**src/rtl/truth_table_pkg.sv**
```systemverilog
`default_nettype none
// ============================================================================
// Module   : truth_table_pkg
// Brief    : Shared types and defaults for the truth-table sweeper.
// Revision : 1.0 - initial release
// ============================================================================
package truth_table_pkg;

  localparam int c_n_in_default          = 3;
  localparam int c_settle_cycles_default = 2;

  typedef enum logic [1:0] {
    IDLE   = 2'd0,
    DRIVE  = 2'd1,
    SAMPLE = 2'd2,
    DONE   = 2'd3
  } state_e;

  function automatic int tbl_width(input int n);
    return 1 << n;
  endfunction

endpackage
`default_nettype wire

```
**src/rtl/bin2gray.sv**
```systemverilog
`default_nettype none
// ============================================================================
// Module   : bin2gray
// Brief    : Combinational binary to reflected-Gray converter.
// Revision : 1.0 - initial release
// ============================================================================
module bin2gray #(
  parameter int N = 3
) (
  input  logic [N-1:0] bin,
  output logic [N-1:0] gray
);

  assign gray = bin ^ (bin >> 1);

endmodule
`default_nettype wire

```
**src/rtl/truth_table_sweeper.sv**
```systemverilog
`default_nettype none
// ============================================================================
// Module   : truth_table_sweeper
// Brief    : Walks every input vector of a small combinational block, captures
//            its output into a truth table and compares against a golden one.
//            Define SWEEP_GRAY_EN to step vectors in reflected-Gray order.
// Revision : 1.0 - initial release
// ============================================================================
module truth_table_sweeper
  import truth_table_pkg::*;
#(
  parameter int N_IN          = c_n_in_default,
  parameter int SETTLE_CYCLES = c_settle_cycles_default
) (
  input  logic                       clk,
  input  logic                       rst_n,
  input  logic                       start,
  input  logic                       abort,
  input  logic                       y_in,
  input  logic [tbl_width(N_IN)-1:0] expected,
  output logic [N_IN-1:0]            vec_out,
  output logic                       busy,
  output logic                       done,
  output logic [tbl_width(N_IN)-1:0] table_out,
  output logic                       pass,
  output logic [N_IN:0]              mismatch_count,
  output logic                       fail_valid,
  output logic [N_IN-1:0]            first_fail_idx
);

  localparam int c_cnt_w = (SETTLE_CYCLES > 1) ? $clog2(SETTLE_CYCLES) : 1;

  localparam logic [1:0]         c_s_idle      = IDLE;
  localparam logic [1:0]         c_s_drive     = DRIVE;
  localparam logic [1:0]         c_s_sample    = SAMPLE;
  localparam logic [1:0]         c_s_done      = DONE;
  localparam logic [N_IN-1:0]    c_last_idx    = '1;
  localparam logic [c_cnt_w-1:0] c_settle_last = c_cnt_w'(SETTLE_CYCLES - 1);

  logic [1:0]                 r_state;
  logic [N_IN-1:0]            r_idx;
  logic [c_cnt_w-1:0]         r_cnt;
  logic [tbl_width(N_IN)-1:0] r_table;
  logic [N_IN:0]              r_mcnt;
  logic                       r_fail_valid;
  logic [N_IN-1:0]            r_first;
  logic                       r_pass;

  logic [N_IN-1:0] w_vec;
  logic            w_bad;
  logic [N_IN:0]   w_mcnt_next;

`ifdef SWEEP_GRAY_EN
  bin2gray #(
    .N(N_IN)
  ) u_bin2gray (
    .bin  (r_idx),
    .gray (w_vec)
  );
`else
  assign w_vec = r_idx;
`endif

  // Results are indexed by the vector value, not by sweep step.
  assign w_bad       = (y_in != expected[w_vec]);
  assign w_mcnt_next = r_mcnt + (N_IN+1)'(w_bad);

  always_ff @(posedge clk or negedge rst_n) begin
    if (!rst_n) begin
      r_state      <= c_s_idle;
      r_idx        <= '0;
      r_cnt        <= '0;
      r_table      <= '0;
      r_mcnt       <= '0;
      r_fail_valid <= 1'b0;
      r_first      <= '0;
      r_pass       <= 1'b0;
    end else begin
      case (r_state)
        c_s_idle: begin
          if (start && !abort) begin
            r_state      <= c_s_drive;
            r_idx        <= '0;
            r_cnt        <= '0;
            r_table      <= '0;
            r_mcnt       <= '0;
            r_fail_valid <= 1'b0;
            r_first      <= '0;
            r_pass       <= 1'b0;
          end
        end
        c_s_drive: begin
          if (abort) begin
            r_state <= c_s_idle;
          end else begin
            r_cnt <= r_cnt + 1'b1;
            if (r_cnt == c_settle_last) r_state <= c_s_sample;
          end
        end
        c_s_sample: begin
          if (abort) begin
            r_state <= c_s_idle;
          end else begin
            r_table[w_vec] <= y_in;
            if (w_bad) begin
              r_mcnt <= w_mcnt_next;
              if (!r_fail_valid) begin
                r_fail_valid <= 1'b1;
                r_first      <= w_vec;
              end
            end
            // pass must be visible in the DONE cycle, so use the updated count.
            if (r_idx == c_last_idx) begin
              r_state <= c_s_done;
              r_pass  <= (w_mcnt_next == '0);
            end else begin
              r_idx   <= r_idx + 1'b1;
              r_cnt   <= '0;
              r_state <= c_s_drive;
            end
          end
        end
        c_s_done: r_state <= c_s_idle;
        default:  r_state <= c_s_idle;
      endcase
    end
  end

  assign busy           = (r_state != c_s_idle);
  assign done           = (r_state == c_s_done);
  assign vec_out        = busy ? w_vec : '0;
  assign table_out      = r_table;
  assign pass           = r_pass;
  assign mismatch_count = r_mcnt;
  assign fail_valid     = r_fail_valid;
  assign first_fail_idx = r_first;

endmodule
`default_nettype wire
```
**config.mk**
```make
export PLATFORM = sky130hd
export DESIGN_NAME = truth_table_sweeper
export DESIGN_NICKNAME = d
export VERILOG_FILES = /design/src/rtl/truth_table_pkg.sv /design/src/rtl/bin2gray.sv /design/src/rtl/truth_table_sweeper.sv
export SDC_FILE = /design/constraint.sdc
export NUM_CORES = 1
export LEC_CHECK = 0
export CORE_MARGIN = 2
export CORE_UTILIZATION = 48
export DETAILED_ROUTE_END_ITERATION = 7
export HOLD_SLACK_MARGIN = 0.12
export PLACE_DENSITY_LB_ADDON = 0.25
export SLEW_MARGIN = 25
export SYNTH_ARGS = -nofsm -noshare
export SYNTH_HDL_FRONTEND = slang
export SYNTH_SLANG_ARGS = --single-unit
```
**constraint.sdc**
```tcl
create_clock -name clk -period 2.58 [get_ports clk]
set_clock_uncertainty 0.2 [all_clocks]
set_input_delay 0.387 -clock clk [delete_from_list [all_inputs] [get_ports clk]]
set_output_delay 0.387 -clock clk [all_outputs]
set_load 0.02 [all_outputs]
```
==> metrics <==
vias 1220; FF-to-FF path depth 10; share of cells above drive strength 1 12.4%; crit-path cells buf_4 -> nor3b_4 -> a21oi_2 -> o211ai_4 -> xor2_4 -> ha_4 -> ha_1 -> nor4_2 -> nand3_1 -> o21ai_0; clk sink count 23; vias per cell 5.84; fin crit share 95.0%; initial antenna violation count 0; WP depth 10; CP top delay family simple AND/OR/NAND/NOR gates; Port Buf Inserts 34; CORE AREA 0.00269 mm^2; most frequent cells in the layout 34 x clkdlybuf4s50_1, 23 x dfrtp_1, 19 x o21ai_0; DIE AREA ~0.0032 mm^2; CTS Root Cell clkbuf_4; Area Growth Syn to Fin 34.2%; worst path required time approximately 2600 ps; number of global-route vias before repair approximately 1200; placement row count 19; slew margin rel. 74.9%; Cell Area, Synth 0.00132 mm^2; commonest non-fill, non-tap cell in the layout clkdlybuf4s50_1; Post-DRT Antenna Nets 0; clock-pin slew on the worst setup and hold paths 120 ps; Final Hold Viols 0; global-route wire length before repair 5190 um; Die Y 56.5 um; Synth Register Bits 23; final cell area excluding filler cells 0.00177 mm^2; # hold bufs at CTS 0; Leakage approximately 0.76 nW; Net Count, Synth 155; IO Pins 35; initial core utilization 49.2%; Peak supply drop 0.333 mV; post-place instance area between 0.0015 and 0.002 mm^2; clock latency on the worst-skew pair 310 ps; Avg Synthesized Cell Area 9.58 um^2; GRT overflow 0; Worst setup SP type register; Die W approximately 56 um; H-Tree Depth 1; DRC errors left 0; Ant. Diodes 0; max frequency 408 MHz; routed wire length 3030 um; final setup violating endpoints 0; total number of yosys warnings 0; worst-case clock buffer depth 2; Power Dens Cells ~380 mW/mm^2; CTS tree done; register area share after synthesis 43.5%; aggregate global-route resource usage 20.5%; Slew Limit Fails 0; pin count of the biggest net entering global routing 24; CP endpoint kind register; Gate Count Post-Synth 138; WP buf/inv 1; dpl ws -216 ps; wire per inst 14.5 um; Critical Path Slowest Stage Cell dfrtp_1; worst hold path class input port to asynchronous set/reset pin; 1st-pass router iterations 5; NumNets Final 196; synth unique cells 40; Num CTS Buffers 3; status completed; Least-Margin Pin Slew 375 ps; crit-path max cell delay between 400 and 500 ps; post-route setup slack 129 ps; dpl hpwl 2220 um; 1st-iter DRT viols 38; min cycle time layout ~2500 ps; Crit Path Max Fanout 11; Arr. time, crit path 2480 ps; number of max-cap violations 0; Worst Setup Path Type register to register; placer congestion estimate between 0.8 and 0.9; RSZ-0062 raised after global routing false
==> cell families (layout without fill, tap and decap cells) <==
| group | after synthesis | count (layout) | synth area share, % |
|---|---|---|---|
| fa+ha+maj | 4 | 4 | 3.78 |
| flops | 23 | 23 | 43.5 |
| xor+xnor | 3 | 3 | 3.41 |
| compound gates | 48 | 48 | 23.6 |
| buf+inv | 17 | 57 | 6.34 |
| simple gates | 40 | 40 | 16.7 |
| mux | 3 | 3 | 2.65 |
==> flip-flops by register name, indices dropped and copies added (netlist names) <==
signal          flops
mismatch_count      4
r_cnt               1
table_out           8
r_state             2
first_fail_idx      3
pass                1
r_idx               3
fail_valid          1
==> cell type report <==
class                           count  area [um^2]
Clock buffer                        4         26.3
Fill cell                         214          912
Sequential cell                    23          576
Timing Repair Buffer               43          408
Multi-Input combinational cell     98          688
Inverter                           10         37.5
Tap cell                           31         38.8
==> metal layers <==
metal / up-vias / wire, um / GRT usage [%]
met5: - / 0 / 0
met4: 0 / 29 / 9.18
met3: 4 / 208 / 4.61
met2: 50 / 1490 / 31.9
met1: 593 / 1300 / 27.2
li1: 573 / - / -
==> worst reg2reg max path: stages (launching register included) <==
cell	delay [ps]
dfrtp_1	430
buf_4	200
nor3b_4	200
a21oi_2	70
o211ai_4	250
xor2_4	210
ha_4	160
ha_1	240
nor4_2	250
nand3_1	90
o21ai_0	90
==> where the power goes <==
group / switching (W) / internal, W / total, W
Sequential: 0.0000119 / 0.000369 / 0.000381
Combinational: 0.0000681 / 0.0000635 / 0.000132
Clock: 0.000104 / 0.0000603 / 0.000164
==> synth_stat cells, drive strengths merged <==
cell type | count | share of area, %
nor3b | 2 | 1.5
a211o | 1 | 0.66
nor2 | 11 | 3.3
a22o | 2 | 1.3
mux2 | 1 | 1.1
o31ai | 2 | 1.1
a32o | 3 | 2.3
nand3 | 8 | 3.0
o21ai | 20 | 7.6
or2 | 1 | 0.47
nor2b | 2 | 0.95
buf | 4 | 2.6
o22ai | 2 | 0.95
ha | 4 | 3.8
and3 | 2 | 0.95
nor4 | 1 | 0.47
nand2 | 6 | 1.7
o211ai | 1 | 1.6
a31oi | 4 | 1.9
mux2i | 2 | 1.5
and2 | 3 | 1.4
and4b | 1 | 0.76
o21bai | 2 | 1.1
o21a | 1 | 0.66
o2bb2ai | 1 | 0.66
inv | 10 | 2.8
xor2 | 3 | 3.4
clkbuf | 3 | 0.85
dfrtp | 23 | 44
a21oi | 9 | 3.7
nand4b | 1 | 0.66
nand2b | 2 | 1.5
==> final timing paths <==
| kind | from | endpoint | slack (ps) |
|---|---|---|---|
| max reg2reg | r_idx[1]$_DFFE_PN0P_ | pass$_DFFE_PN0P_ | 130 |
| min in group clk | table_out[7]$_DFFE_PN0P_ | table_out[7]$_DFFE_PN0P_ | 320 |
| min reg2reg | table_out[7]$_DFFE_PN0P_ | table_out[7]$_DFFE_PN0P_ | 320 |
| max | r_idx[1]$_DFFE_PN0P_ | pass$_DFFE_PN0P_ | 130 |
| max in group asynchronous | rst_n | first_fail_idx[1]$_DFFE_PN0P_ | 1740 |
| min | rst_n | table_out[4]$_DFFE_PN0P_ | 210 |
==> through the flow <==
stage	hold slack [ps]	utilization, %	setup TNS (ps)	power [W]	std cells
floorplan	-109	-	0	0.000454	138
CTS	212	64.8	0	0.000675	208
detailed placement	297	63.9	-406	0.000512	204
global route	247	66.0	0	0.000714	209
global placement	284	63.9	-293	0.000510	204
finish	211	66.0	0	0.000677	209
==> repair_timing <==
action / CTS / global route
gates resized for setup: 0 / 4
buffers inserted: 0 / 1
setup endpoints to repair: 0 / 1
(Power assumes the default switching activity.)
